===== config.mk =====
export PLATFORM = sky130hd
export DESIGN_NAME = switch_conditioner
export DESIGN_NICKNAME = d
export VERILOG_FILES = /design/src/rtl/wack_a_mole_pkg.sv /design/src/rtl/switch_conditioner_debounce_cell.sv /design/src/rtl/switch_conditioner.sv
export SDC_FILE = /design/constraint.sdc
export NUM_CORES = 1
export LEC_CHECK = 0
export BUFFER_PORTS_ARGS = -buffer_cell sky130_fd_sc_hd__buf_2
export CAP_MARGIN = 40
export CORE_MARGIN = 2
export CORE_UTILIZATION = 62
export DETAILED_ROUTE_END_ITERATION = 6
export PLACE_DENSITY_LB_ADDON = 0.25
export REMOVE_ABC_BUFFERS = 1
export SLEW_MARGIN = 20
export SYNTH_ARGS = -nofsm -noshare
export SYNTH_HDL_FRONTEND = slang
export SYNTH_SLANG_ARGS = --single-unit

===== constraint.sdc =====
create_clock -name clk -period 7.45 [get_ports clk]
set_input_delay 0.745 -clock clk [delete_from_list [all_inputs] [get_ports clk]]
set_output_delay 0.745 -clock clk [all_outputs]
set_load 0.005 [all_outputs]

===== src/rtl/wack_a_mole_pkg.sv =====
// Shared game package: switch count, clock frequency and debounce defaults
// used across the wack_a_mole blocks.
package wack_a_mole_pkg;

    localparam int NUM_SW_DEFAULT          = 9;
    localparam int CLK_FREQ_HZ             = 50_000_000;
    // 20 ms of stable input at the nominal clock frequency
    localparam int DEBOUNCE_CYCLES_DEFAULT = CLK_FREQ_HZ / 50;

endpackage


===== src/rtl/switch_conditioner_debounce_cell.sv =====
// One switch channel: 2-flop synchronizer, disagreement counter, debounced
// level and registered one-cycle press/release pulses gated by enable.
module debounce_cell
    import wack_a_mole_pkg::*;
#(
    parameter int DEBOUNCE_CYCLES = DEBOUNCE_CYCLES_DEFAULT
) (
    input  logic clk,
    input  logic reset,
    input  logic sw_raw,
    input  logic enable,
    output logic sw_level,
    output logic sw_press,
    output logic sw_release,
    output logic press_next
);

    localparam int             CW      = $clog2(DEBOUNCE_CYCLES);
    localparam logic [CW-1:0]  CNT_MAX = CW'(DEBOUNCE_CYCLES - 1);

    logic          sync1_r;
    logic          sync2_r;
    logic [CW-1:0] cnt_r;
    logic [CW-1:0] cnt_nxt_s;
    logic          level_r;
    logic          level_nxt_s;
    logic          qualify_s;
    logic          press_r;
    logic          release_r;
    logic          release_next_s;

    // Bring the asynchronous switch into the clock domain
    always_ff @(posedge clk or posedge reset) begin
        if (reset) begin
            sync1_r <= 1'b0;
            sync2_r <= 1'b0;
        end else begin
            sync1_r <= sw_raw;
            sync2_r <= sync1_r;
        end
    end

    // Qualify a disagreement that lasts DEBOUNCE_CYCLES consecutive cycles;
    // any agreeing cycle restarts the count, and the count never wraps
    always_comb begin
        cnt_nxt_s   = cnt_r;
        level_nxt_s = level_r;
        qualify_s   = 1'b0;
        if (sync2_r != level_r) begin
            if (cnt_r == CNT_MAX) begin
                qualify_s   = 1'b1;
                level_nxt_s = sync2_r;
                cnt_nxt_s   = '0;
            end else begin
                cnt_nxt_s   = cnt_r + CW'(1);
            end
        end else begin
            cnt_nxt_s = '0;
        end
    end

    // Pulses fire only on the qualifying edge itself, so enabling later
    // while the switch is held produces nothing
    always_comb begin
        press_next     = qualify_s & sync2_r & enable;
        release_next_s = qualify_s & ~sync2_r & enable;
    end

    // Counter, level and pulse registers
    always_ff @(posedge clk or posedge reset) begin
        if (reset) begin
            cnt_r     <= '0;
            level_r   <= 1'b0;
            press_r   <= 1'b0;
            release_r <= 1'b0;
        end else begin
            cnt_r     <= cnt_nxt_s;
            level_r   <= level_nxt_s;
            press_r   <= press_next;
            release_r <= release_next_s;
        end
    end

    assign sw_level   = level_r;
    assign sw_press   = press_r;
    assign sw_release = release_r;

endmodule


===== src/rtl/switch_conditioner.sv =====
// Switch conditioner: one debounce_cell per switch plus a registered
// multi_press flag when two or more presses land in the same cycle.
module switch_conditioner
    import wack_a_mole_pkg::*;
#(
    parameter int NUM_SW          = NUM_SW_DEFAULT,
    parameter int DEBOUNCE_CYCLES = DEBOUNCE_CYCLES_DEFAULT
) (
    input  logic              clk,
    input  logic              reset,
    input  logic [NUM_SW-1:0] sw_raw,
    input  logic              enable,
    output logic [NUM_SW-1:0] sw_level,
    output logic [NUM_SW-1:0] sw_press,
    output logic [NUM_SW-1:0] sw_release,
    output logic              multi_press
);

    logic [NUM_SW-1:0] press_next_s;
    logic              seen_s;
    logic              multi_next_s;
    logic              multi_r;

    for (genvar g = 0; g < NUM_SW; g++) begin : g_cell
        debounce_cell #(
            .DEBOUNCE_CYCLES(DEBOUNCE_CYCLES)
        ) u_cell (
            .clk        (clk),
            .reset      (reset),
            .sw_raw     (sw_raw[g]),
            .enable     (enable),
            .sw_level   (sw_level[g]),
            .sw_press   (sw_press[g]),
            .sw_release (sw_release[g]),
            .press_next (press_next_s[g])
        );
    end

    // Detect two or more presses about to be registered this edge
    always_comb begin
        seen_s       = 1'b0;
        multi_next_s = 1'b0;
        for (int i = 0; i < NUM_SW; i++) begin
            multi_next_s = multi_next_s | (seen_s & press_next_s[i]);
            seen_s       = seen_s | press_next_s[i];
        end
    end

    // Register multi_press so it coincides with the cell press pulses
    always_ff @(posedge clk or posedge reset) begin
        if (reset) begin
            multi_r <= 1'b0;
        end else begin
            multi_r <= multi_next_s;
        end
    end

    assign multi_press = multi_r;

endmodule


==> flow_summary.json, run 1 <==
{
  "status": "finished, final reports clean",
  "overflow": 0,
  "grt_pass1_wl_microns": 33300,
  "p_total_w": 0.00261,
  "cp-start-kind": "flip-flop",
  "antenna_cells": 0,
  "leakagePower_nw": 5.23,
  "maxSlewViolCount": 0,
  "ctsHoldBuffers": 0,
  "routed-via-count": 7166,
  "via_per_inst": 5.59,
  "setup_tns_ns": 0,
  "first_iter_violations": 394,
  "cts.sinks": 226,
  "fin_util": 0.701,
  "path_clk_slew_ns": 0.06,
  "syn_area_sq_um": 10500,
  "maxSlewHeadroom": 0.464,
  "synthArstFlopShare": 1.00,
  "setup_viol": 0,
  "hold_violations": 0,
  "multiInputGateArea_sq_um": 4440,
  "fin_crit_ns": 2.58,
  "crit_required_ns": 7.81,
  "nets": 1064,
  "synth-seq-cells": 226,
  "synthFlopType": "dfrtp_1",
  "yosysTopAreaCellShare": 0.539,
  "cts-buffers-inserted": 25,
  "crit_fanout": 19,
  "dpl-instance-area_sq_um": 10800,
  "syn_area_per_cell_sq_um": 10.3,
  "routedWlPerCell_microns": 15.0,
  "drv_cap": 0,
  "worst_setup_path_end_kind": "flip-flop",
  "p_per_area_nw_per_um2": 224,
  "final_common_cell": "dfrtp_1",
  "ant_nets": 0,
  "fillers": 1262,
  "htree_levels": 1,
  "area_growth_pct": 10.9,
  "wirelength_microns": 19200,
  "fin_worst_skew_ns": 0.00814,
  "place_worst_setup_slack_ns": 4.88,
  "reg2reg_setup_slack_ns": 4.87,
  "core-area_sq_um": 16600,
  "worstPathArrival_ns": 2.94,
  "cts_tree": "done",
  "design_area_sq_um": 11600,
  "start_util": 0.632,
  "grt_max_degree": 88,
  "synth_top_area_cell": "dfrtp_1",
  "synth.distinct_cells": 55,
  "cts_setup_buffers": 0,
  "cts_buffer_depth": 3,
  "synth_edf_count": 0,
  "synth_warnings": 0,
  "route.detailed.drc": 0,
  "clock_latency_ns": 0.51,
  "ys_seq_area_frac": 0.539,
  "syn_inst": 1020,
  "dr.pass1.iters": 4,
  "grt_pass1_vias": 7047,
  "pin_count": 40,
  "tightestPinTransition_ns": 0.796,
  "path_class": "flip-flop to flip-flop",
  "layout_common_cells": "dfrtp_1, nor2_1, xor2_1",
  "ir_worst_vdd_v": 0.000212,
  "synth_area_leaders": "dfrtp_1, xor2_1, nor2_1",
  "antenna_found_initial": 0,
  "die_w_microns": 134,
  "period_share": 0.346,
  "grt.total_usage": 0.223,
  "ff_latch_area_sq_um": 5660,
  "rsz0062_at_grt": "no",
  "hold_class": "primary input to asynchronous set/reset pin",
  "io_buffers": 39,
  "dp_hpwl_microns": 12800,
  "fin_ws_ns": 4.87,
  "num_rows": 47,
  "die_area_sq_um": 18000,
  "drive_above_1_share": 0.105,
  "die_y_microns": 134,
  "cts-root-buf": "clkbuf_16",
  "ctsResizeCount": 0,
  "timing.fmax_ghz": 0.388,
  "place.gp.congestion": 0.786
}
==> Yosys cell counts (4+ instances only) <==
cell type / number
nor2b_1: 6
and3_1: 30
and2_1: 7
ha_1: 9
or2_1: 4
nand2_1: 51
xor2_1: 99
mux2_2: 9
nand4_1: 36
nor4bb_1: 5
inv_1: 26
nor3_1: 16
xnor2_1: 54
nor4_1: 8
and4_1: 19
clkbuf_1: 17
o21ai_0: 17
and4b_1: 5
buf_4: 28
nor4b_1: 10
a21oi_1: 15
dfrtp_1: 226
or3_1: 15
nand3_1: 70
nor2_1: 194
==> cell families after synthesis <==
| group | count (synthesis) | synth area share |
|---|---|---|
| buffers and inverters | 76 | 0.0377 |
| multiplexers | 9 | 0.00966 |
| AO/OA/AOI/OAI | 42 | 0.0237 |
| AND/OR/NAND/NOR | 505 | 0.251 |
| flip-flops | 226 | 0.539 |
| XOR/XNOR | 153 | 0.128 |
| adder cells (fa/ha/maj) | 9 | 0.0107 |
==> per-stage QoR <==
stage,hold WS [ns],instances
after floorplan,0.331,970
after global placement,0.332,1234
after detailed placement,0.335,1236
after CTS,0.239,1281
after global routing,0.266,1281
final,0.229,1281
==> where the power goes <==
part           switching, W  internal [W]  leakage (nW)   total, W
logic             0.0000542     0.0000220          1.70  0.0000762
registers         0.0000146       0.00124          3.09    0.00126
clock network      0.000477      0.000796         0.435    0.00127
==> final timing paths <==
| path | startpoint | end | depth (start not counted) |
|---|---|---|---|
| worst max-delay path | g_cell[5].u_cell.cnt_r[11] | g_cell[5].u_cell.cnt_r[2] | 5 |
| worst min-delay path | reset | g_cell[3].u_cell.sync1_r | 2 |
| worst max register to register | g_cell[5].u_cell.cnt_r[11] | g_cell[5].u_cell.cnt_r[2] | 5 |
| worst min register to register | g_cell[8].u_cell.sync1_r | g_cell[8].u_cell.sync2_r | 0 |
| max in group asynchronous | reset | g_cell[5].u_cell.sync2_r | 4 |
| min in group clk | sw_raw[3] | g_cell[3].u_cell.sync1_r | 1 |
==> state kept, by name (all words and copies together), names as in the netlist <==
name and flops:
g_cell.u_cell.sync2_r 9, g_cell.u_cell.sw_level 9, g_cell.u_cell.cnt_r 180, g_cell.u_cell.sync1_r 9
multi_press 1, g_cell.u_cell.sw_release 9, g_cell.u_cell.sw_press 9
==> critical path, stage by stage (launching register included) <==
cell,delay (ns)
dfrtp_1,0.41
or4b_1,0.52
or4_1,0.62
nor2_1,0.22
or2_1,0.54
nor2_1,0.13
==> cell type report <==
type	instances	area share
clock inverter	9	0.0103
sequential	226	0.486
tap	220	0.0237
clock buffer	36	0.0642
multi-input combinational	718	0.382
timing repair buffer	46	0.0248
inverter	26	0.00904
==> metal layers <==
layer  part of all wire  GRT usage
met1               0.47      0.319
met2               0.46      0.352
met3              0.038     0.0382
met4              0.031     0.0749
met5                  0          0
(Power assumes the default switching activity.)
==> run 2, diff against run 1 <==
--- a/config.mk
+++ b/config.mk
@@ -5,10 +5,11 @@
 export SDC_FILE = /design/constraint.sdc
 export NUM_CORES = 1
 export LEC_CHECK = 0
+export ABC_AREA = 1
 export BUFFER_PORTS_ARGS = -buffer_cell sky130_fd_sc_hd__buf_2
 export CAP_MARGIN = 40
 export CORE_MARGIN = 2
-export CORE_UTILIZATION = 62
+export CORE_UTILIZATION = 56
 export DETAILED_ROUTE_END_ITERATION = 6
 export PLACE_DENSITY_LB_ADDON = 0.25
 export REMOVE_ABC_BUFFERS = 1
==> constraint.sdc (replaced) <==
create_clock -name clk -period 2.1 [get_ports clk]
set_input_delay 0.21 -clock clk [delete_from_list [all_inputs] [get_ports clk]]
set_output_delay 0.21 -clock clk [all_outputs]
set_load 0.005 [all_outputs]
==> run 2 against run 1 <==
Against the previous run: cell area is 8.5% higher; synthesized cell count grew 30%; first-iteration DRC count rose by 20%; critical path depth is 3 higher; fmax rose by 26%; sequential share of layout area is 3.8 points lower; largest cell class unchanged; register-to-register slack worse by 4.8 ns; highest routed layer unchanged.
==> flow_summary.json, run 2 <==
{
  "status": "finished, final reports clean",
  "start_util": 0.574,
  "dp.cells": 1610,
  "ant_nets": 0,
  "overflow": 0,
  "area_growth_pct": 12.5,
  "cts_buffer_depth": 3,
  "via_per_inst": 5.19,
  "routed-via-count": 8643,
  "cts.sinks": 226,
  "die_w_microns": 145,
  "synth-seq-cells": 226,
  "io_buffers": 39,
  "cts-root-buf": "clkbuf_16",
  "die_y_microns": 145,
  "first_iter_violations": 473,
  "synth_edf_count": 0,
  "crit_required_ns": 2.50,
  "wirelength_microns": 22200,
  "syn_area_per_cell_sq_um": 8.49,
  "htree_levels": 1,
  "p_comb_frac": 0.037,
  "timing.fmax_ghz": 0.489,
  "clock_latency_ns": 0.51,
  "maxSlewHeadroom": 0.633,
  "worst_r2r_path_depth": 8,
  "synth_area_leaders": "dfrtp_1, nor2_1, inv_1",
  "worst_setup_path_end_kind": "flip-flop",
  "dp_hpwl_microns": 15700,
  "fillers": 1649,
  "synth_common_cells": "dfrtp_1, nor2_1, inv_1",
  "cp-endpoint": "g_cell[5].u_cell.cnt_r[16]",
  "synth_warnings": 0,
  "core-area_sq_um": 19500,
  "leakagePower_nw": 5.81,
  "worstPathArrival_ns": 2.45,
  "num_rows": 51,
  "final_cells": 1664,
  "maxSlewViolCount": 0,
  "hold_class": "primary input to flip-flop",
  "p_total_w": 0.00897,
  "route.detailed.drc": 0,
  "grt_pass1_vias": 8240,
  "routedWlPerCell_microns": 13.4,
  "path_class": "flip-flop to flip-flop",
  "setup_tns_ns": 0,
  "nets": 1403,
  "layout_common_cells": "dfrtp_1, nor2_1, inv_1",
  "synthFlopType": "dfrtp_1",
  "period_share": 0.975,
  "synth_top_area_cell": "dfrtp_1",
  "pwr-share-seq": 0.497,
  "path_clk_slew_ns": 0.06,
  "drv_cap": 0,
  "reg2reg_setup_slack_ns": 0.05,
  "p_per_area_nw_per_um2": 711,
  "p_sw_w": 0.00195,
  "synthArstFlopShare": 1.00,
  "tightestPinTransition_ns": 0.546,
  "rr_endpoint": "g_cell[5].u_cell.cnt_r[16]",
  "fin_crit_ns": 2.05,
  "antenna_cells": 0,
  "swShare": 0.218,
  "cp-start-kind": "flip-flop",
  "dr.pass1.iters": 5,
  "startpoint": "g_cell[5].u_cell.cnt_r[0]",
  "syn_inst": 1321,
  "syn_area_sq_um": 11200,
  "synth.distinct_cells": 46,
  "yosysTopAreaCellShare": 0.504,
  "pin_count": 40,
  "grt_max_degree": 61,
  "ir_worst_vdd_v": 0.000553,
  "ff_latch_area_sq_um": 5660,
  "fin_worst_skew_ns": 0.00899,
  "r2r_start": "g_cell[5].u_cell.cnt_r[0]",
  "final_common_cell": "dfrtp_1",
  "setup_viol": 0,
  "internal_power_w": 0.00701,
  "largest_register_ffs": 180,
  "die_area_sq_um": 21200,
  "ys_seq_area_frac": 0.504,
  "hold_violations": 0,
  "synth.most_common_cell": "dfrtp_1",
  "crit_fanout": 7,
  "pwr-share-clk": 0.465,
  "hold_ws_ns": 0.195,
  "grt_pass1_wl_microns": 37700,
  "antenna_found_initial": 0,
  "multiInputGateArea_sq_um": 4610,
  "drive_above_1_share": 0.137,
  "cts-buffers-inserted": 25,
  "grt.total_usage": 0.211,
  "regMostFlops": "g_cell.u_cell.cnt_r",
  "cts_tree": "done",
  "place.gp.congestion": 0.866,
  "fin_util": 0.646
}
-- run 2: how the worst min path moves through the flow --
stage / start / endpoint / slack, ns / depth (start not counted)
2_1_floorplan: sw_raw[0] / g_cell[0].u_cell.sync1_r / 0.24 / 0
3_3_place_gp: reset / g_cell[1].u_cell.cnt_r[18] / 0.26 / 2
3_5_place_dp: reset / g_cell[1].u_cell.cnt_r[18] / 0.27 / 2
4_1_cts: enable / g_cell[8].u_cell.sw_release / 0.17 / 3
5_1_grt: enable / g_cell[8].u_cell.sw_release / 0.19 / 3
6_report: enable / g_cell[8].u_cell.sw_release / 0.19 / 3
-- run 2: per-stage QoR --
| step | setup slack [ns] | area (sq um) |
|---|---|---|
| after global placement | 0.272 | 11700 |
| after global routing | -0.00965 | 12600 |
| after CTS | 0.169 | 12600 |
| after detailed placement | 0.167 | 11700 |
| after floorplan | -4.30 | 11000 |
| final | 0.0533 | 12600 |
-- run 2: logic make-up (layout without fill, tap and decap cells) --
group | after synthesis | count (layout) | share of synthesized area
AND/OR/NAND/NOR | 655 | 655 | 0.290
flip-flops | 226 | 226 | 0.504
buffers and inverters | 236 | 314 | 0.0883
AO/OA/AOI/OAI | 146 | 146 | 0.0690
XOR/XNOR | 48 | 48 | 0.0375
multiplexers | 1 | 1 | 0.000893
adder cells (fa/ha/maj) | 9 | 9 | 0.0100
-- run 2: worst max-delay path: stages, from the launching register on --
cell     delay [ns]
dfrtp_1        0.37
ha_1           0.22
nand4_1        0.22
nor2_1         0.26
and2_1         0.22
or2_1          0.29
buf_4          0.21
a21oi_1        0.04
o21a_1         0.12
-- run 2: what timing repair did --
action / in CTS / in global routing
endpoints found under the setup margin: 0 / 8
buffers inserted: 0 / 0
hold buffers: 10 / 0
endpoints found under the hold margin: 64 / 0
resized for setup: 0 / 10
-- run 2: power groups by stage --
| stage | Clock (W) | Combinational (W) | Sequential [W] |
|---|---|---|---|
| 6_report | 0.00417 | 0.000336 | 0.00446 |
| 5_1_grt | 0.00444 | 0.000390 | 0.00446 |
| 4_1_cts | 0.00428 | 0.000344 | 0.00446 |
| 3_5_place_dp | 0 | 0.000327 | 0.00454 |
| 3_3_place_gp | 0 | 0.000320 | 0.00453 |
| 2_1_floorplan | 0 | 0.000212 | 0.00453 |
-- run 2: final cells by class --
type / instances / share of cell area
clock inverter: 5 / 0.00198
timing repair buffer: 65 / 0.0349
multi-input combinational: 859 / 0.366
inverter: 205 / 0.0616
tap: 265 / 0.0263
clock buffer: 39 / 0.0609
sequential: 226 / 0.449
-- run 2: per-layer routing --
metal | up-vias | GRT usage | part of all wire | wire length (microns)
li1 | 4350 | - | - | -
met1 | 4116 | 0.292 | 0.47 | 10400
met2 | 143 | 0.347 | 0.47 | 10500
met3 | 34 | 0.0326 | 0.039 | 866
met4 | 0 | 0.0598 | 0.024 | 540
met5 | - | 0 | 0 | 0
